$ cat src/rtl/hdmi_timing_pkg.sv
// Shared types and constants for the HDMI raster timing controller.
//   state_e  : controller FSM state
//   coord_t  : 12-bit raster coordinate / counter value
//   HVE_*    : bit positions inside the {display_enable, vsync, hsync} bundle
package hdmi_timing_pkg;

  typedef enum logic [1:0] {
    ST_IDLE     = 2'd0,
    ST_RUN      = 2'd1,
    ST_STOPPING = 2'd2
  } state_e;

  typedef logic [11:0] coord_t;

  localparam int unsigned COORD_RANGE = 4096;

  localparam int unsigned HVE_DE    = 2;
  localparam int unsigned HVE_VSYNC = 1;
  localparam int unsigned HVE_HSYNC = 0;

endpackage

$ cat src/rtl/hdmi_video_timing_if.sv
// Video timing bundle between the raster controller and the TMDS encoder path.
//   i_enable      : run request (level)
//   o_hve_sync    : {display_enable, vsync, hsync}
//   o_x / o_y     : pixel coordinates, aligned with o_hve_sync
//   o_line_start  : pulse on the first pixel of each line
//   o_frame_start : pulse on the first pixel of each frame
//   o_busy        : controller is running or finishing a frame
//   o_frame_cnt   : frame counter, only with HDMI_TIMING_FRAME_CNT_EN
// Modports: master = timing controller, slave = consumer / driver of i_enable.
interface hdmi_video_timing_if;
  import hdmi_timing_pkg::*;

  logic        i_enable;
  logic [2:0]  o_hve_sync;
  coord_t      o_x;
  coord_t      o_y;
  logic        o_line_start;
  logic        o_frame_start;
  logic        o_busy;
`ifdef HDMI_TIMING_FRAME_CNT_EN
  logic [15:0] o_frame_cnt;
`endif

  modport master (
    input  i_enable,
    output o_hve_sync,
    output o_x,
    output o_y,
    output o_line_start,
    output o_frame_start,
`ifdef HDMI_TIMING_FRAME_CNT_EN
    output o_frame_cnt,
`endif
    output o_busy
  );

  modport slave (
    output i_enable,
    input  o_hve_sync,
    input  o_x,
    input  o_y,
    input  o_line_start,
    input  o_frame_start,
`ifdef HDMI_TIMING_FRAME_CNT_EN
    input  o_frame_cnt,
`endif
    input  o_busy
  );

endinterface

$ cat src/rtl/hdmi_timing_axis.sv
// One raster axis: a counter sweeping active, front porch, sync and back porch.
// Ports:
//   i_clk, i_reset_n : clock, asynchronous active-low reset
//   i_step           : advance one position (wraps TOTAL-1 -> 0)
//   i_clear          : force the counter to 0 (has priority over i_step)
//   o_count          : current position
//   o_wrap           : counter sits on its last position (TOTAL-1)
//   o_active         : position lies inside the active span
//   o_sync           : sync level for this position (POL inside the sync span)
module hdmi_timing_axis
  import hdmi_timing_pkg::*;
#(
  parameter int unsigned ACTIVE = 1280,
  parameter int unsigned FRONT  = 110,
  parameter int unsigned SYNC   = 40,
  parameter int unsigned BACK   = 220,
  parameter bit          POL    = 1'b1
) (
  input  logic   i_clk,
  input  logic   i_reset_n,
  input  logic   i_step,
  input  logic   i_clear,
  output coord_t o_count,
  output logic   o_wrap,
  output logic   o_active,
  output logic   o_sync
);

  localparam int unsigned TOTAL      = ACTIVE + FRONT + SYNC + BACK;
  localparam int unsigned SYNC_START = ACTIVE + FRONT;
  localparam int unsigned SYNC_END   = SYNC_START + SYNC;

  coord_t      r_count;
  int unsigned w_pos;
  logic        w_in_sync;

  // Widen once so span limits up to 4096 compare correctly.
  assign w_pos = 32'(r_count);

  always_ff @(posedge i_clk or negedge i_reset_n) begin
    if (!i_reset_n) begin
      r_count <= '0;
    end else if (i_clear) begin
      r_count <= '0;
    end else if (i_step) begin
      r_count <= o_wrap ? '0 : r_count + 12'd1;
    end
  end

  assign w_in_sync = (w_pos >= SYNC_START) && (w_pos < SYNC_END);

  assign o_count  = r_count;
  assign o_wrap   = (w_pos == TOTAL - 1);
  assign o_active = (w_pos < ACTIVE);
  assign o_sync   = w_in_sync ? POL : ~POL;

endmodule

$ cat src/rtl/hdmi_video_timing.sv
// HDMI raster timing controller. Sweeps h/v counters and drives registered
// {display_enable, vsync, hsync}, pixel coordinates and line/frame pulses.
// Runs start and stop only on frame boundaries.
// Ports:
//   i_hdmi_clk : pixel clock
//   i_reset_n  : asynchronous active-low reset
//   bus        : hdmi_video_timing_if.master (enable in, timing outputs out)
// Build option: HDMI_TIMING_FRAME_CNT_EN adds a 16-bit frame counter (o_frame_cnt).
module hdmi_video_timing
  import hdmi_timing_pkg::*;
#(
  parameter int unsigned H_ACTIVE   = 1280,
  parameter int unsigned H_FRONT    = 110,
  parameter int unsigned H_SYNC     = 40,
  parameter int unsigned H_BACK     = 220,
  parameter int unsigned V_ACTIVE   = 720,
  parameter int unsigned V_FRONT    = 5,
  parameter int unsigned V_SYNC     = 5,
  parameter int unsigned V_BACK     = 20,
  parameter bit          H_SYNC_POL = 1'b1,
  parameter bit          V_SYNC_POL = 1'b1
) (
  input logic                 i_hdmi_clk,
  input logic                 i_reset_n,
  hdmi_video_timing_if.master bus
);

  localparam int unsigned H_TOTAL = H_ACTIVE + H_FRONT + H_SYNC + H_BACK;
  localparam int unsigned V_TOTAL = V_ACTIVE + V_FRONT + V_SYNC + V_BACK;

  if (H_TOTAL > COORD_RANGE || V_TOTAL > COORD_RANGE) begin : g_total_check
    $error("hdmi_video_timing: H_TOTAL/V_TOTAL must not exceed 4096");
  end

  state_e     r_state;
  state_e     w_state_next;
  logic       w_run;

  coord_t     w_h_count;
  coord_t     w_v_count;
  logic       w_h_wrap;
  logic       w_v_wrap;
  logic       w_h_active;
  logic       w_v_active;
  logic       w_h_sync;
  logic       w_v_sync;
  logic       w_frame_last;

  logic [2:0] w_hve_next;
  logic       w_line_start_next;
  logic       w_frame_start_next;

  logic [2:0] r_hve_sync;
  coord_t     r_x;
  coord_t     r_y;
  logic       r_line_start;
  logic       r_frame_start;
  logic       r_busy;

  assign w_run        = (r_state != ST_IDLE);
  assign w_frame_last = w_h_wrap && w_v_wrap;

  // Counters are held at 0 while idle so every run begins at pixel (0,0).
  hdmi_timing_axis #(
    .ACTIVE (H_ACTIVE),
    .FRONT  (H_FRONT),
    .SYNC   (H_SYNC),
    .BACK   (H_BACK),
    .POL    (H_SYNC_POL)
  ) u_h_axis (
    .i_clk     (i_hdmi_clk),
    .i_reset_n (i_reset_n),
    .i_step    (w_run),
    .i_clear   (!w_run),
    .o_count   (w_h_count),
    .o_wrap    (w_h_wrap),
    .o_active  (w_h_active),
    .o_sync    (w_h_sync)
  );

  hdmi_timing_axis #(
    .ACTIVE (V_ACTIVE),
    .FRONT  (V_FRONT),
    .SYNC   (V_SYNC),
    .BACK   (V_BACK),
    .POL    (V_SYNC_POL)
  ) u_v_axis (
    .i_clk     (i_hdmi_clk),
    .i_reset_n (i_reset_n),
    .i_step    (w_run && w_h_wrap),
    .i_clear   (!w_run),
    .o_count   (w_v_count),
    .o_wrap    (w_v_wrap),
    .o_active  (w_v_active),
    .o_sync    (w_v_sync)
  );

  // FSM state register.
  always_ff @(posedge i_hdmi_clk or negedge i_reset_n) begin
    if (!i_reset_n) begin
      r_state <= ST_IDLE;
    end else begin
      r_state <= w_state_next;
    end
  end

  // A re-raised enable beats the end-of-frame exit, so the frame wraps normally.
  always_comb begin
    w_state_next = r_state;
    unique case (r_state)
      ST_IDLE: begin
        if (bus.i_enable) w_state_next = ST_RUN;
      end
      ST_RUN: begin
        if (!bus.i_enable) w_state_next = ST_STOPPING;
      end
      ST_STOPPING: begin
        if (bus.i_enable) begin
          w_state_next = ST_RUN;
        end else if (w_frame_last) begin
          w_state_next = ST_IDLE;
        end
      end
      default: w_state_next = ST_IDLE;
    endcase
  end

  // Output decode; outside a run the bundle shows its idle levels.
  always_comb begin
    w_hve_next            = {1'b0, ~V_SYNC_POL, ~H_SYNC_POL};
    w_line_start_next     = 1'b0;
    w_frame_start_next    = 1'b0;
    if (w_run) begin
      w_hve_next[HVE_DE]    = w_h_active && w_v_active;
      w_hve_next[HVE_VSYNC] = w_v_sync;
      w_hve_next[HVE_HSYNC] = w_h_sync;
      w_line_start_next     = (w_h_count == '0);
      w_frame_start_next    = (w_h_count == '0) && (w_v_count == '0);
    end
  end

  always_ff @(posedge i_hdmi_clk or negedge i_reset_n) begin
    if (!i_reset_n) begin
      r_hve_sync    <= {1'b0, ~V_SYNC_POL, ~H_SYNC_POL};
      r_x           <= '0;
      r_y           <= '0;
      r_line_start  <= 1'b0;
      r_frame_start <= 1'b0;
      r_busy        <= 1'b0;
    end else begin
      r_hve_sync    <= w_hve_next;
      r_x           <= w_h_count;
      r_y           <= w_v_count;
      r_line_start  <= w_line_start_next;
      r_frame_start <= w_frame_start_next;
      r_busy        <= w_run;
    end
  end

  assign bus.o_hve_sync    = r_hve_sync;
  assign bus.o_x           = r_x;
  assign bus.o_y           = r_y;
  assign bus.o_line_start  = r_line_start;
  assign bus.o_frame_start = r_frame_start;
  assign bus.o_busy        = r_busy;

`ifdef HDMI_TIMING_FRAME_CNT_EN
  // Counts in step with o_frame_start, so the pulse cycle already shows the new value.
  logic [15:0] r_frame_cnt;

  always_ff @(posedge i_hdmi_clk or negedge i_reset_n) begin
    if (!i_reset_n) begin
      r_frame_cnt <= '0;
    end else if (w_frame_start_next) begin
      r_frame_cnt <= r_frame_cnt + 16'd1;
    end
  end

  assign bus.o_frame_cnt = r_frame_cnt;
`endif

endmodule

$ cat src/flat_wrapper.sv
// flat-port wrapper written by rule: the top's interface ports become plain ports
module hdmi_video_timing_flat import hdmi_timing_pkg::*;
#(
  parameter int unsigned H_ACTIVE   = 1280,
  parameter int unsigned H_FRONT    = 110,
  parameter int unsigned H_SYNC     = 40,
  parameter int unsigned H_BACK     = 220,
  parameter int unsigned V_ACTIVE   = 720,
  parameter int unsigned V_FRONT    = 5,
  parameter int unsigned V_SYNC     = 5,
  parameter int unsigned V_BACK     = 20,
  parameter bit          H_SYNC_POL = 1'b1,
  parameter bit          V_SYNC_POL = 1'b1
)
  (i_hdmi_clk, i_reset_n, bus_i_enable, bus_o_hve_sync, bus_o_x, bus_o_y, bus_o_line_start, bus_o_frame_start, bus_o_busy);
  hdmi_video_timing_if bus_i ();
  input logic i_hdmi_clk;
  input logic i_reset_n;
  input wire logic [$bits(bus_i.i_enable)-1:0] bus_i_enable;
  output wire logic [$bits(bus_i.o_hve_sync)-1:0] bus_o_hve_sync;
  output wire logic [$bits(bus_i.o_x)-1:0] bus_o_x;
  output wire logic [$bits(bus_i.o_y)-1:0] bus_o_y;
  output wire logic [$bits(bus_i.o_line_start)-1:0] bus_o_line_start;
  output wire logic [$bits(bus_i.o_frame_start)-1:0] bus_o_frame_start;
  output wire logic [$bits(bus_i.o_busy)-1:0] bus_o_busy;
  assign bus_i.i_enable = bus_i_enable;
  assign bus_o_hve_sync = bus_i.o_hve_sync;
  assign bus_o_x = bus_i.o_x;
  assign bus_o_y = bus_i.o_y;
  assign bus_o_line_start = bus_i.o_line_start;
  assign bus_o_frame_start = bus_i.o_frame_start;
  assign bus_o_busy = bus_i.o_busy;
  hdmi_video_timing #(.H_ACTIVE(H_ACTIVE), .H_FRONT(H_FRONT), .H_SYNC(H_SYNC), .H_BACK(H_BACK), .V_ACTIVE(V_ACTIVE), .V_FRONT(V_FRONT), .V_SYNC(V_SYNC), .V_BACK(V_BACK), .H_SYNC_POL(H_SYNC_POL), .V_SYNC_POL(V_SYNC_POL)) u_core (.i_hdmi_clk(i_hdmi_clk), .i_reset_n(i_reset_n), .bus(bus_i));
endmodule
$ cat config.mk
export PLATFORM = sky130hd
export DESIGN_NAME = hdmi_video_timing_flat
export DESIGN_NICKNAME = d
export VERILOG_FILES = /design/src/rtl/hdmi_timing_pkg.sv /design/src/rtl/hdmi_video_timing_if.sv /design/src/rtl/hdmi_timing_axis.sv /design/src/rtl/hdmi_video_timing.sv /design/src/flat_wrapper.sv
export SDC_FILE = /design/constraint.sdc
export NUM_CORES = 1
export LEC_CHECK = 0
export ABC_AREA = 1
export CAP_MARGIN = 20
export CORE_MARGIN = 10
export CORE_UTILIZATION = 54
export CTS_CLUSTER_SIZE = 14
export DETAILED_ROUTE_END_ITERATION = 16
export HOLD_SLACK_MARGIN = 0.06
export MAX_ROUTING_LAYER = met4
export PLACE_DENSITY = 0.88
export RECOVER_POWER = 25
export SYNTH_ARGS = -nofsm -noshare
export SYNTH_HDL_FRONTEND = slang
export SYNTH_HIERARCHICAL = 1
export SYNTH_SLANG_ARGS = --single-unit
$ cat constraint.sdc
create_clock -name i_hdmi_clk -period 3.69 [get_ports i_hdmi_clk]
set_input_delay 0.369 -clock i_hdmi_clk [delete_from_list [all_inputs] [get_ports i_hdmi_clk]]
set_output_delay 0.369 -clock i_hdmi_clk [all_outputs]
set_load 0.005 [all_outputs]
Yosys cells after proc, flatten, opt, wreduce, memory -nomap -nowiden:

Cells that the tools add are included.

* add/subtract/negate cells: 2
* magnitude comparators: 6
* eq/ne operators: 8
* multiplexer cells: 15
* reductions and logical operators: 11

Operators by type and width (count)
* 2-to-1 mux 12 bit: 5
* adder 12 x 1 -> 12 bit (second input constant): 2
* logical NOT 12 bit: 2
* less-than comparator 12 x 10 -> 1 bit (second input constant): 2
* less-than comparator 12 x 11 -> 1 bit (second input constant): 2
* equality test 12 x 10 -> 1 bit (second input constant): 1
* equality test 12 x 11 -> 1 bit (second input constant): 1
* >= comparator 12 x 10 -> 1 bit (second input constant): 1
* >= comparator 12 x 11 -> 1 bit (second input constant): 1
* 2-to-1 mux 2 bit: 4
* logical AND 1 bit: 6
* inequality test 2 bit (second input constant): 3
* one-hot mux 2 bit (3 select lines): 1
* 2-to-1 mux 1 bit: 4
* 2-to-1 mux 3 bit: 1
* inequality test 3 x 2 -> 1 bit (second input constant): 1
* AND reduction 3 bit: 1
* equality test 2 x 1 -> 1 bit (second input constant): 1
* equality test 2 bit (second input constant): 1
* logical NOT 2 bit: 1
* nonzero test 2 bit: 1

* register bits: 56
* bits of input ports: 3
* output and inout bits: 30
* word-level logic and storage cells: 51

Depth between registers and ports, before layout:

Gate-level depths: netlist of run 1.

* word-level depth: 5
* gate-level depth with buffers: 12
* depth with buffers taken out: 12

Modules after synthesis:

The synthesis of run 1 kept the hierarchy.

Modules (own cells, without submodules)
* hdmi_video_timing: times used 1, cells each 73, area each 978.4 sq um, seq. area each 800.8 sq um
* hdmi_timing_axis at u_core.u_h_axis: times used 1, cells each 129, area each 867.1 sq um, seq. area each 300.3 sq um
* hdmi_timing_axis at u_core.u_v_axis: times used 1, cells each 108, area each 789.5 sq um, seq. area each 300.3 sq um

Least setup slack after synthesis of run 1:

No wires, ideal clock.

* path type: register -> register
* start point: register u_core.u_h_axis.r_count[1] (netlist: u_core/u_h_axis/o_count[1])
* end point: register u_core.u_v_axis.r_count[4] (netlist: u_core/u_v_axis/o_count[4])
* library setup time: 71 ps
* arrival time: 1709 ps
* path slack: 1910 ps
* stages on the path, launching flop included: 13
* path buffers: 0
* cell sequence: dfrtp_1 inv_1 ha_1 nand4_1 nor3_1 inv_1 nor2_1 nor2_2 inv_1 nand2_1 o21ai_0 o31ai_1 nor2_1

* longest elaborated chain between the ends: 3

RTL lines
* from (decl): RTL line hdmi_timing_axis.sv:33 `coord_t r_count;`
* from (signal assigned): RTL line hdmi_timing_axis.sv:46 `r_count <= o_wrap ? '0 : r_count + 12'd1;`
* equality test 12 x 11 -> 1 bit: RTL line hdmi_timing_axis.sv:53 `assign o_wrap = (w_pos == TOTAL - 1);`
* named net u_core.w_h_wrap: RTL line hdmi_video_timing.sv:41 `logic w_h_wrap;`
* logical AND 1 bit: RTL line hdmi_video_timing.sv:90 `.i_step (w_run && w_h_wrap),`
* inequality test 2 bit (no source line)
* to (signal assigned): RTL line hdmi_timing_axis.sv:46
* to (decl): RTL line hdmi_timing_axis.sv:33

The timed path passes the listed nets, and every way through them passes these cells.
A chain may end at the register's enable or synchronous reset.

Worst setup path after layout of run 1:

Same ends and word-level chain as after synthesis.

==> results of run 1 <==
-- layer usage --
metal  global-route usage, %  vias up  share of wire, %
li1                        -     1059                 -
met1                    19.2      981                47
met2                    20.5       78                44
met3                    3.16        6               6.9
met4                    5.84        0               1.5
met5                       -        -                 0
-- cell usage in the layout (no fill, tap or decap), types with 2 or more instances in the layout --
master                             n
sky130_fd_sc_hd__dfrtp_1          56
sky130_fd_sc_hd__xor2_1            8
sky130_fd_sc_hd__clkdlybuf4s50_1  31
sky130_fd_sc_hd__clkinvlp_4        2
sky130_fd_sc_hd__nor2_4            3
sky130_fd_sc_hd__nand3_1          19
sky130_fd_sc_hd__o21ai_4           2
sky130_fd_sc_hd__o21ai_0           9
sky130_fd_sc_hd__nand2_1          69
sky130_fd_sc_hd__a21oi_1           5
sky130_fd_sc_hd__nand3_2           2
sky130_fd_sc_hd__clkbuf_8          5
sky130_fd_sc_hd__nand4_1          10
sky130_fd_sc_hd__ha_1              6
sky130_fd_sc_hd__nor2_1           61
sky130_fd_sc_hd__nor3_1            4
sky130_fd_sc_hd__inv_1            37
sky130_fd_sc_hd__nor2_2            5
-- power by group through the flow --
stage | combinational, mW | sequential, mW | clock [mW]
after floorplan | 0.0986 | 0.703 | 0
after global placement | 0.197 | 0.702 | 0
after detailed placement | 0.201 | 0.710 | 0
after CTS | 0.202 | 0.697 | 0.338
after global routing | 0.232 | 0.704 | 0.367
final | 0.199 | 0.697 | 0.328
-- through the flow --
| stage | power (mW) | util [%] | setup WS, ns |
|---|---|---|---|
| CTS | 1.24 | 66.1 | 1.44 |
| finish | 1.22 | 66.1 | 1.39 |
| detailed placement | 0.911 | 64.1 | 1.59 |
| global placement | 0.899 | 64.1 | 1.73 |
| floorplan | 0.802 | - | 1.91 |
| global route | 1.30 | 66.1 | 1.15 |
-- flip-flops by register name, indices dropped and copies added, names as in the netlist --
signal	flops
u_core/u_v_axis/o_count	12
u_core/bus.o_hve_sync	3
u_core/r_state	2
u_core/bus.o_frame_start	1
u_core/bus.o_x	12
u_core/u_h_axis/o_count	12
u_core/bus.o_busy	1
u_core/bus.o_line_start	1
u_core/bus.o_y	12
-- logic make-up after synthesis --
logic type / count (synthesis) / share of synthesized area, %
simple gates: 175 / 29.0
flops: 56 / 53.2
buf+inv: 40 / 5.89
compound gates: 24 / 6.08
xor+xnor: 9 / 2.99
fa+ha+maj: 6 / 2.85
-- final cells by class --
class,instances,area (um^2)
flip-flops and latches,56,1400
well taps,67,83.8
clock inverters,3,23.8
clock buffers,5,68.8
multi-input cells,214,1080
inverters,38,143
fillers,374,1600
repair buffers,33,322
-- path summary, 6_finish.rpt --
kind / to
setup / recovery: u_core/u_v_axis/o_count[4]$_DFFE_PN0P_
hold / removal: u_core/bus.o_y[1]$_DFF_PN0_
setup reg to reg: u_core/u_v_axis/o_count[4]$_DFFE_PN0P_
hold reg to reg: u_core/bus.o_y[6]$_DFF_PN0_
max in group asynchronous: u_core/u_h_axis/o_count[7]$_DFFE_PN0P_
min in group i_hdmi_clk: u_core/bus.o_y[6]$_DFF_PN0_
==> out/metrics.cfg, run 1 <==
[synthesis]
netlist_instances=310
synth.distinct_cells=29
post_synth_most_frequent_cells=sky130_fd_sc_hd__nand2_1 (69), sky130_fd_sc_hd__nor2_1 (61), sky130_fd_sc_hd__dfrtp_1 (56)
synth_seq_area_share_pct=53.2
asyncSetResetFlopFracSynth_pct=100
synth_area_um2=2640
yosysTopAreaCellShare_pct=53.2
synth.largest_area_cell=sky130_fd_sc_hd__dfrtp_1
synthMostInstantiatedCell=sky130_fd_sc_hd__nand2_1
most_area_consuming_cells_after_synthesis=sky130_fd_sc_hd__dfrtp_1 (53%), sky130_fd_sc_hd__nand2_1 (9.8%), sky130_fd_sc_hd__nor2_1 (8.7%), sky130_fd_sc_hd__inv_1 (5.3%), sky130_fd_sc_hd__nand3_1 (3.6%)
synth_seq_cells=56
syn_area_per_cell_um2=8.50
primary_ff_master_synth=sky130_fd_sc_hd__dfrtp_1
postSynthNetCount=319
ys_warn_count=6
synth_enable_flop_cells=0

[timing]
period_minus_slack_ns=2.30
max-slew-margin-rel_pct=10.0
grt_setup_unrepaired=false
fin_setup_tns_ns=0
setup_viol=0
finalHoldViolCount=0
worstMarginPinSlew_ns=1.35
final.hold.worst_slack_ns=0.347
finalMaxSlewViolations=0
finalClockSkew_ns=0.00741
fin_crit_sh_pct=62.3
maxClockFrequency_mhz=435

[cells_and_area]
n_antenna_cell=0
design_area_um2=3120
flow.area_growth_from_synthesis_pct=18.4
fin_nets=357
finish.cell_count_without_fillers=416
final_layout_size_suffix_gt1_share_pct=6.30

[worst_setup_path]
critical_path.slowest_cell=sky130_fd_sc_hd__dfrtp_1
critPathLaunch=u_core/u_h_axis/o_count[1]$_DFFE_PN0P_
critPathBufInv=3
cp.required_ns=3.93
critical_path.max_fanout=8
worstPathCellList=inv_1 > ha_1 > nand4_1 > nor3_1 > inv_1 > nor2_1 > nor2_2 > inv_1 > nand2_1 > o21ai_0 > o31ai_1 > nor2_1
cp-end-kind=register
crit_path_start_kind=register
cp_data_arrival_time_ns=2.54
rr_worst_depth=12
critical-path-max-stage-delay_ns=0.48
critical_path_depth=12
timing.critical_path.mode_cell=sky130_fd_sc_hd__inv_1
timing_worst_setup_path_type=reg -> reg
cp_top_family=simple AND/OR/NAND/NOR gates
regToRegSetupSlack_ns=1.39
regToRegStartpoint=u_core/u_h_axis/o_count[1]$_DFFE_PN0P_

[detailed_routing]
detail_route.wl_per_cell_um=13.1
viasPerCell=5.11
totalWireLength_mm=5.47
drt_pre_antenna_iters=4
drtIter0Drc=167
drtAntennaViolNets=0
routed_vias=2124
number_of_remaining_drc_errors=0

[place]
gpl.final_weighted_congestion=0.971
total_placed_instance_area_um2=3030
numPlacedInstances=408
detailed_place_hpwl_mm=4.10
buffer_ports.inserted=32

[grt]
global_route.overflow_total=0
first_global_vias=2003
global_route_wire_length_before_repair_mm=9.61
grt_start_max_net_pins=32
grt_use_total_pct=14.3
initial_antenna_violation_count=0

[floorplanning]
core_area_um2=4720
dieArea_um2=8070
initial_utilization_pct=55.8
core.rowCount=25
die_width_um=89.9
die_span_y_um=89.9
floorplan.io_pins=33

[clocking]
tritoncts=built
clock_root_cell=sky130_fd_sc_hd__clkbuf_8
insertion_delay_ns=0.30
clkTransAtPathRegs_ns=0.10
post_cts_hold_fix_bufs=0
clk_path_buf_depth=2
cts.sink_count=56
tritoncts.num_buffers=5
cts_repair_resize_count=0
cts-htree-levels=2
cts_setup_buffers=0

[run_status]
status=finished clean

[pwr]
combPwrFrac_pct=16.3
internal_power_mw=0.878
power_leakage_nw=1.46
p_per_area_nw_per_um2=392
pwr-share-clk_pct=26.8
max-vdd-ir-drop_mv=0.280
p_seq_share_pct=56.9
power_switching_mw=0.346
switching_share_pct=28.3

[flow_run]
max_cap_viol_count=0

[hold_path]
hold_class=in -> async

No activity file was read; power rests on OpenSTA's default activity.
==> run 2, diff against run 1 <==
--- a/config.mk
+++ b/config.mk
@@ -8,12 +8,12 @@
 export ABC_AREA = 1
 export CAP_MARGIN = 20
 export CORE_MARGIN = 10
-export CORE_UTILIZATION = 54
+export CORE_UTILIZATION = 49
 export CTS_CLUSTER_SIZE = 14
 export DETAILED_ROUTE_END_ITERATION = 16
 export HOLD_SLACK_MARGIN = 0.06
 export MAX_ROUTING_LAYER = met4
-export PLACE_DENSITY = 0.88
+export PLACE_DENSITY = 0.85
 export RECOVER_POWER = 25
 export SYNTH_ARGS = -nofsm -noshare
 export SYNTH_HDL_FRONTEND = slang
==> constraint.sdc (replaced) <==
create_clock -name i_hdmi_clk -period 2.1 [get_ports i_hdmi_clk]
set_input_delay 0.21 -clock i_hdmi_clk [delete_from_list [all_inputs] [get_ports i_hdmi_clk]]
set_output_delay 0.21 -clock i_hdmi_clk [all_outputs]
set_load 0.005 [all_outputs]
==> out/metrics.cfg, run 2 (synthesized netlist as in run 1, its figures left out) <==
[worst_setup_path]
reg_to_reg_endpoint=u_core/u_v_axis/o_count[4]$_DFFE_PN0P_
regToRegSetupSlack_ns=0.26
critical_path.slowest_cell=sky130_fd_sc_hd__dfrtp_1
critical_path.max_fanout=7
cp-end-kind=register
rr_worst_depth=11
crit_end=u_core/u_v_axis/o_count[4]$_DFFE_PN0P_
timing.critical_path.mode_cell=sky130_fd_sc_hd__nor2_2
worstPathCellList=ha_1 > nand4_1 > nor3_1 > inv_1 > nor2_2 > nor2_2 > inv_2 > nand2_1 > o21ai_1 > o31ai_1 > nor2_1
critPathLaunch=u_core/u_h_axis/o_count[0]$_DFFE_PN0P_
regToRegStartpoint=u_core/u_h_axis/o_count[0]$_DFFE_PN0P_
cp.required_ns=2.35
timing_worst_setup_path_type=reg -> reg
crit_path_start_kind=register
cp_data_arrival_time_ns=2.10
critical-path-max-stage-delay_ns=0.44

[grt]
initial_antenna_violation_count=0
global_route_wire_length_before_repair_mm=10.2
first_global_vias=2093
global_route.overflow_total=0
grt_start_max_net_pins=31
grt_use_total_pct=14.7

[cells_and_area]
final_core_util_pct=62.0
final_layout_size_suffix_gt1_share_pct=7.44
n_antenna_cell=0
fin_nets=371
flow.area_growth_from_synthesis_pct=21.7
final_common_cell=sky130_fd_sc_hd__nand2_1
most_frequent_cells_in_the_layout=sky130_fd_sc_hd__nand2_1 (69), sky130_fd_sc_hd__nor2_1 (61), sky130_fd_sc_hd__dfrtp_1 (56)
fill_cells=441

[place]
buffer_ports.inserted=32
detailed_place_hpwl_mm=4.42
gpl.final_weighted_congestion=0.931

[timing]
grt_setup_unrepaired=false
finalClockSkew_ns=0.00522
fin_crit_sh_pct=87.8
finalHoldViolCount=0
finalMaxSlewViolations=0
worstMarginPinSlew_ns=0.739
maxClockFrequency_mhz=542
max-slew-margin-rel_pct=50.7
fin_setup_tns_ns=0
period_minus_slack_ns=1.84
setup_viol=0

[floorplanning]
floorplan.io_pins=33
dieArea_um2=8710
die_width_um=93.3
die_span_y_um=93.3
initial_utilization_pct=50.9
core.rowCount=26
core_area_um2=5170

[flow_run]
max_cap_viol_count=0

[clocking]
cts_setup_buffers=0
cts.sink_count=56
insertion_delay_ns=0.31
clkTransAtPathRegs_ns=0.10
clock_root_cell=sky130_fd_sc_hd__clkbuf_8
clk_path_buf_depth=2
cts-htree-levels=2
tritoncts.num_buffers=5
tritoncts=built

[detailed_routing]
detail_route.wl_per_cell_um=13.4
viasPerCell=5.06
number_of_remaining_drc_errors=0
routed_vias=2191
totalWireLength_mm=5.80
drtAntennaViolNets=0
drtIter0Drc=233
drt_pre_antenna_iters=5

[pwr]
power_leakage_nw=1.51
p_per_area_nw_per_um2=684
internal_power_mw=1.57
p_seq_share_pct=54.4
switching_share_pct=28.5
combPwrFrac_pct=18.4
power_switching_mw=0.626
max-vdd-ir-drop_mv=0.393
pwr-share-clk_pct=27.3

[hold_path]
hold_class=in -> reg
min_delay_path_depth=3

[run_status]
status=finished clean

run 2: changes by cell type in the layout (fill, tap and decap cells not counted), sizes merged:
cell	previous run	this run
clkbuf	6	16
buf	1	4
clkinvlp	2	0
clkinv	1	2
dlygate4sd3	0	1
inv	38	39
run 2: worst max-delay path, delay by kind of cell, from the launching register on:
family / cells / cell delay [ns]
fa+ha+maj: 1 / 0.20
buf+inv: 2 / 0.21
simple gates: 6 / 0.75
flops: 1 / 0.44
compound gates: 2 / 0.20
run 2: through the flow:
stage               hold WS [ns]  instances  cell area (um^2)  power [mW]  worst slack (ns)
global route               0.450        433              3210        2.32            0.0623
detailed placement         0.270        424              3140        1.63             0.120
floorplan                -0.0856        310              2640        1.41             0.320
global placement           0.265        424              3140        1.62             0.212
CTS                        0.428        433              3250        2.24            0.0956
finish                     0.429        433              3210        2.19             0.257
run 2: power groups by stage:
| stage | registers [mW] | clock network (mW) | logic (mW) |
|---|---|---|---|
| final | 1.19 | 0.598 | 0.403 |
| after global routing | 1.20 | 0.667 | 0.450 |
| after CTS | 1.20 | 0.618 | 0.421 |
| after detailed placement | 1.22 | 0 | 0.416 |
| after global placement | 1.21 | 0 | 0.412 |
| after floorplan | 1.24 | 0 | 0.173 |
run 2: final cells by class:
class / instances / area [um^2] / share of cell area [%]
Timing Repair Buffer: 47 / 405 / 12.6
Clock inverter: 3 / 26.3 / 0.820
Clock buffer: 5 / 68.8 / 2.15
Sequential cell: 56 / 1400 / 43.7
Tap cell: 70 / 87.6 / 2.73
Multi-Input combinational cell: 214 / 1070 / 33.5
Inverter: 38 / 143 / 4.45
run 2: timing repair:
item | 4_1_cts | 5_1_grt
hold endpoints to repair | 29 | 0
setup endpoints to repair | 0 | 1
hold buffers | 1 | 0
resized for setup | 0 | 4
run 2: worst min-delay path by stage:
stage / slack (ns) / start / to
2_1_floorplan: -0.09 / i_reset_n / u_core/bus.o_busy$_DFF_PN0_
3_3_place_gp: 0.27 / i_reset_n / u_core/bus.o_y[1]$_DFF_PN0_
3_5_place_dp: 0.27 / i_reset_n / u_core/bus.o_y[1]$_DFF_PN0_
4_1_cts: 0.43 / bus_i_enable / u_core/r_state[0]$_DFFE_PN0P_
5_1_grt: 0.45 / bus_i_enable / u_core/r_state[0]$_DFFE_PN0P_
6_report: 0.43 / bus_i_enable / u_core/r_state[0]$_DFFE_PN0P_
run 2: metal layers:
metal	wire length (um)	share of wire, %	global-route usage (%)
met4	110	1.9	5.40
met2	2580	44	21.8
met5	0	0	-
met3	528	9.1	2.56
met1	2590	45	19.6
==> run 3, diff against run 2 <==
--- a/config.mk
+++ b/config.mk
@@ -14,7 +14,6 @@
 export HOLD_SLACK_MARGIN = 0.06
 export MAX_ROUTING_LAYER = met4
 export PLACE_DENSITY = 0.85
-export RECOVER_POWER = 25
 export SYNTH_ARGS = -nofsm -noshare
 export SYNTH_HDL_FRONTEND = slang
 export SYNTH_HIERARCHICAL = 1
==> out/metrics.cfg, run 3 (synthesized netlist as in run 1, its figures left out) <==
[detailed_routing]
detail_route.wl_per_cell_um=13.4
drtAntennaViolNets=0
totalWireLength_mm=5.82
routed_vias=2197
number_of_remaining_drc_errors=0
drt_pre_antenna_iters=5
drtIter0Drc=236
viasPerCell=5.07

[worst_setup_path]
regToRegSetupSlack_ns=0.28
critical_path.slowest_cell=sky130_fd_sc_hd__dfrtp_1
cp_data_arrival_time_ns=2.08
crit_path_start_kind=register
cp-end-kind=register
cp.required_ns=2.36
critical-path-max-stage-delay_ns=0.38
timing_worst_setup_path_type=reg -> reg
worstPathCellList=inv_1 > ha_1 > nand4_1 > nor3_1 > inv_1 > nor2_2 > inv_1 > nor2_1 > nand2_1 > nor2_1 > nand2_1 > nand2_1
critical_path.max_fanout=3

[cells_and_area]
fin_nets=371
final_layout_size_suffix_gt1_share_pct=10.7
final-seq-area_um2=1400
flow.area_growth_from_synthesis_pct=23.4
fill_cells=424
n_antenna_cell=0
final_common_cell=sky130_fd_sc_hd__nand2_1
multi_input_comb_area_um2=1080
most_frequent_cells_in_the_layout=sky130_fd_sc_hd__nand2_1 (69), sky130_fd_sc_hd__nor2_1 (60), sky130_fd_sc_hd__dfrtp_1 (55)

[floorplanning]
core_area_um2=5170
die_span_y_um=93.3
floorplan.io_pins=33
die_width_um=93.3
core.rowCount=26
dieArea_um2=8710
initial_utilization_pct=50.9

[grt]
first_global_vias=2093
grt_start_max_net_pins=31
global_route.overflow_total=0
global_route_wire_length_before_repair_mm=10.2
initial_antenna_violation_count=0
grt_use_total_pct=14.7

[timing]
finalClockSkew_ns=0.00761
setup_viol=0
final.hold.worst_slack_ns=0.427
fin_setup_tns_ns=0
finalMaxSlewViolations=0
final_setup_slack_of_the_worst_path_ns=0.277
finalHoldViolCount=0
max-slew-margin-rel_pct=55.7
maxClockFrequency_mhz=549
grt_setup_unrepaired=false
period_minus_slack_ns=1.82
worstMarginPinSlew_ns=0.665
fin_crit_sh_pct=86.8

[place]
buffer_ports.inserted=32
gpl.final_weighted_congestion=0.931
detailed_place_hpwl_mm=4.42
placement.setup.worst_slack_ns=0.120

[clocking]
cts.sink_count=56
clk_path_buf_depth=2
cts-htree-levels=2
insertion_delay_ns=0.31
cts_setup_buffers=0
clock_root_cell=sky130_fd_sc_hd__clkbuf_8
tritoncts.num_buffers=5
tritoncts=built
clkTransAtPathRegs_ns=0.10

[pwr]
p_per_area_nw_per_um2=682
max-vdd-ir-drop_mv=0.408
power_leakage_nw=1.55

[flow_run]
max_cap_viol_count=0

[run_status]
status=finished clean

[hold_path]
hold_class=in -> reg

-- run 3: cell count changes in the layout (fill, tap and decap cells not counted), sizes merged --
cell / delta
buf: +11
clkbuf: -11
-- run 3: report_power, final --
part	internal [mW]	switching, mW
clock	0.244	0.357
sequential	1.16	0.0404
combinational	0.186	0.234
total	1.59	0.632
-- run 3: per-stage QoR --
step	instances	utilization, %	power, mW	instance area, um^2
floorplan	310	-	1.41	2640
global placement	424	60.8	1.62	3140
detailed placement	424	60.8	1.63	3140
CTS	433	62.8	2.24	3250
global route	433	62.9	2.34	3250
finish	433	62.9	2.22	3250
-- run 3: metal layers --
layer	wire, um	share of wire, %	global-route usage [%]	vias to the layer above
met1	2690	46	19.6	1013
li1	-	-	-	1088
met4	131	2.3	5.40	0
met2	2540	44	21.8	80
met5	0	0	-	-
met3	456	7.8	2.56	16
-- run 3: critical path: cells and delay by family (launching register included) --
| kind | cells | cell delay, ns |
|---|---|---|
| flip-flops | 1 | 0.38 |
| AND/OR/NAND/NOR | 8 | 0.94 |
| buffers and inverters | 3 | 0.26 |
| adder cells (fa/ha/maj) | 1 | 0.17 |
-- run 3: layout make-up --
class | count | share of cell area [%]
Inverter | 38 | 4.39
Sequential cell | 56 | 43.1
Timing Repair Buffer | 47 | 13.6
Clock inverter | 3 | 0.808
Multi-Input combinational cell | 214 | 33.2
Clock buffer | 5 | 2.12
Tap cell | 70 | 2.69
-- run 3: worst paths after layout --
check / end / depth (start not counted) / from
worst min-delay path: u_core/r_state[0]$_DFFE_PN0P_ / 3 / bus_i_enable
max in group asynchronous: u_core/u_h_axis/o_count[0]$_DFFE_PN0P_ / 3 / i_reset_n
worst max-delay path: u_core/u_v_axis/o_count[9]$_DFFE_PN0P_ / 12 / u_core/u_h_axis/o_count[1]$_DFFE_PN0P_
worst min register to register: u_core/bus.o_x[0]$_DFF_PN0_ / 0 / u_core/u_h_axis/o_count[0]$_DFFE_PN0P_
min in group asynchronous: u_core/bus.o_y[1]$_DFF_PN0_ / 2 / i_reset_n
worst max register to register: u_core/u_v_axis/o_count[9]$_DFFE_PN0P_ / 12 / u_core/u_h_axis/o_count[1]$_DFFE_PN0P_
-- run 3: what timing repair did --
action                     4_1_cts  5_1_grt
hold endpoints to repair        29        0
resized for setup                0        4
hold buffers                     1        0
setup endpoints to repair        0        1
==> patch, RTL diff (flow settings as in run 3) <==
Re-encode `state_e` (3 states) as one-hot, 3 bits wide.
--- a/src/rtl/hdmi_timing_pkg.sv
+++ b/src/rtl/hdmi_timing_pkg.sv
@@ -6,6 +6,6 @@
 
-  typedef enum logic [1:0] {
-    ST_IDLE     = 2'd0,
-    ST_RUN      = 2'd1,
-    ST_STOPPING = 2'd2
+  typedef enum logic [2:0] {
+    ST_IDLE     = 3'b001,
+    ST_RUN      = 3'b010,
+    ST_STOPPING = 3'b100
   } state_e;
Check against the original RTL: no difference found for any inputs over 10 cycles, from zero or initial values and one cycle with i_reset_n low; not proved beyond that.
==> patch against run 3 <==
- maximum frequency shrank 3.2%
- sequential share of layout area down 1.3 points
- sequential cell count up 1
- wire length rose by 5.9%
- synthesized area up 3.5%
- design area up 5.0%
- setup slack worse by 0.061 ns
- count of clock-buffer cells in the layout rose by 6
- worst hold slack got worse by 0.034 ns
- critical path type unchanged
- highest routed layer unchanged
Power is not compared: it rests on default switching activity, and its combinational part moved more than twofold at a synthesized area within 25%.
==> patch: results <==
place:
  gp_congestion: 0.996
  placed_cells: 435
  place_ws_ns: 0.109
  dp_hpwl_um: 4490
routing:
  via_per_inst: 5.19
  detail_route.wl_per_cell_um: 13.6
  drt_iter0_drc: 179
global_route:
  grt_pass1_wl_um: 10200
  grt_max_degree: 33
  track_usage: 0.148
  first_global_vias: 2217
timing:
  worstMarginPinSlew_ns: 0.556
  fin_worst_skew_ns: 0.00943
  fin_crit_sh: 0.897
layout:
  fin_nets: 384
  sh_seq_area: 0.419
  buffer_area_frac: 0.116
  clock_area_frac: 0.0601
  nonClockBufferCount: 41
  drive_above_1_share: 0.111
  nNonClkInverters: 41
  multi_input_area_share: 0.333
  n_fill_cell: 457
  num-multi-input-gates: 225
clock_network:
  clk_pin_slew_ns: 0.07
  clk_latency_ns: 0.34
  cts_max_level: 3
  cts_hold_buffers: 1
status:
  status: "finished clean"
worst_setup_path:
  crit_path_max_fanout: 7
  cp.arrival_ns: 2.15
  reg2regPathDepth: 11
logic_synthesis:
  synthTopCellsByArea: "dfrtp_1, nand2_1, nor2_1, inv_1, nand3_1"
  avgSynthCellArea_um2: 8.39
  syn_nets: 334
  ys_seq_area_frac: 0.523
worst_hold_path:
  hold_class: "input port to async pin"
power_and_ir_drop:
  p_seq_frac: 0.403
==> patch: logic make-up (layout without fill, tap and decap cells) <==
kind of cell / count (synthesis) / in the layout / share of synthesized area
AOI/OAI and AO/OA: 25 / 25 / 0.0606
xor gates and xnor gates: 9 / 9 / 0.0289
adders and majority gates: 6 / 6 / 0.0275
buffers and inverters: 43 / 98 / 0.0610
DFF: 57 / 57 / 0.523
and+or+nand+nor: 185 / 185 / 0.299
==> patch: through the flow <==
step / hold WS, ns / total power [uW] / cell area [um2] / utilization
after CTS: 0.411 / 3260 / 3410 / 0.627
final: 0.393 / 3260 / 3420 / 0.628
after global placement: 0.235 / 2180 / 3190 / 0.587
after detailed placement: 0.232 / 2220 / 3190 / 0.587
after floorplan: -0.0856 / 1860 / 2730 / -
after global routing: 0.450 / 3440 / 3420 / 0.628
==> patch: worst paths after layout <==
path | startpoint | end | slack [ns]
min in group i_hdmi_clk | u_core/u_h_axis/o_count[0]$_DFFE_PN0P_ | u_core/bus.o_x[0]$_DFF_PN0_ | 0.45
min reg2reg | u_core/u_h_axis/o_count[0]$_DFFE_PN0P_ | u_core/bus.o_x[0]$_DFF_PN0_ | 0.45
max | u_core/u_h_axis/o_count[11]$_DFFE_PN0P_ | u_core/u_v_axis/o_count[4]$_DFFE_PN0P_ | 0.22
max reg2reg | u_core/u_h_axis/o_count[11]$_DFFE_PN0P_ | u_core/u_v_axis/o_count[4]$_DFFE_PN0P_ | 0.22
max in group asynchronous | i_reset_n | u_core/r_state[0]$_DFFE_PN1P_ | 1.07
min | i_reset_n | u_core/bus.o_x[9]$_DFF_PN0_ | 0.39
==> patch: per-layer routing <==
metal,global-route usage,share of wire
met5,-,0
met4,0.0748,0.013
met3,0.0436,0.078
met2,0.221,0.46
met1,0.179,0.44
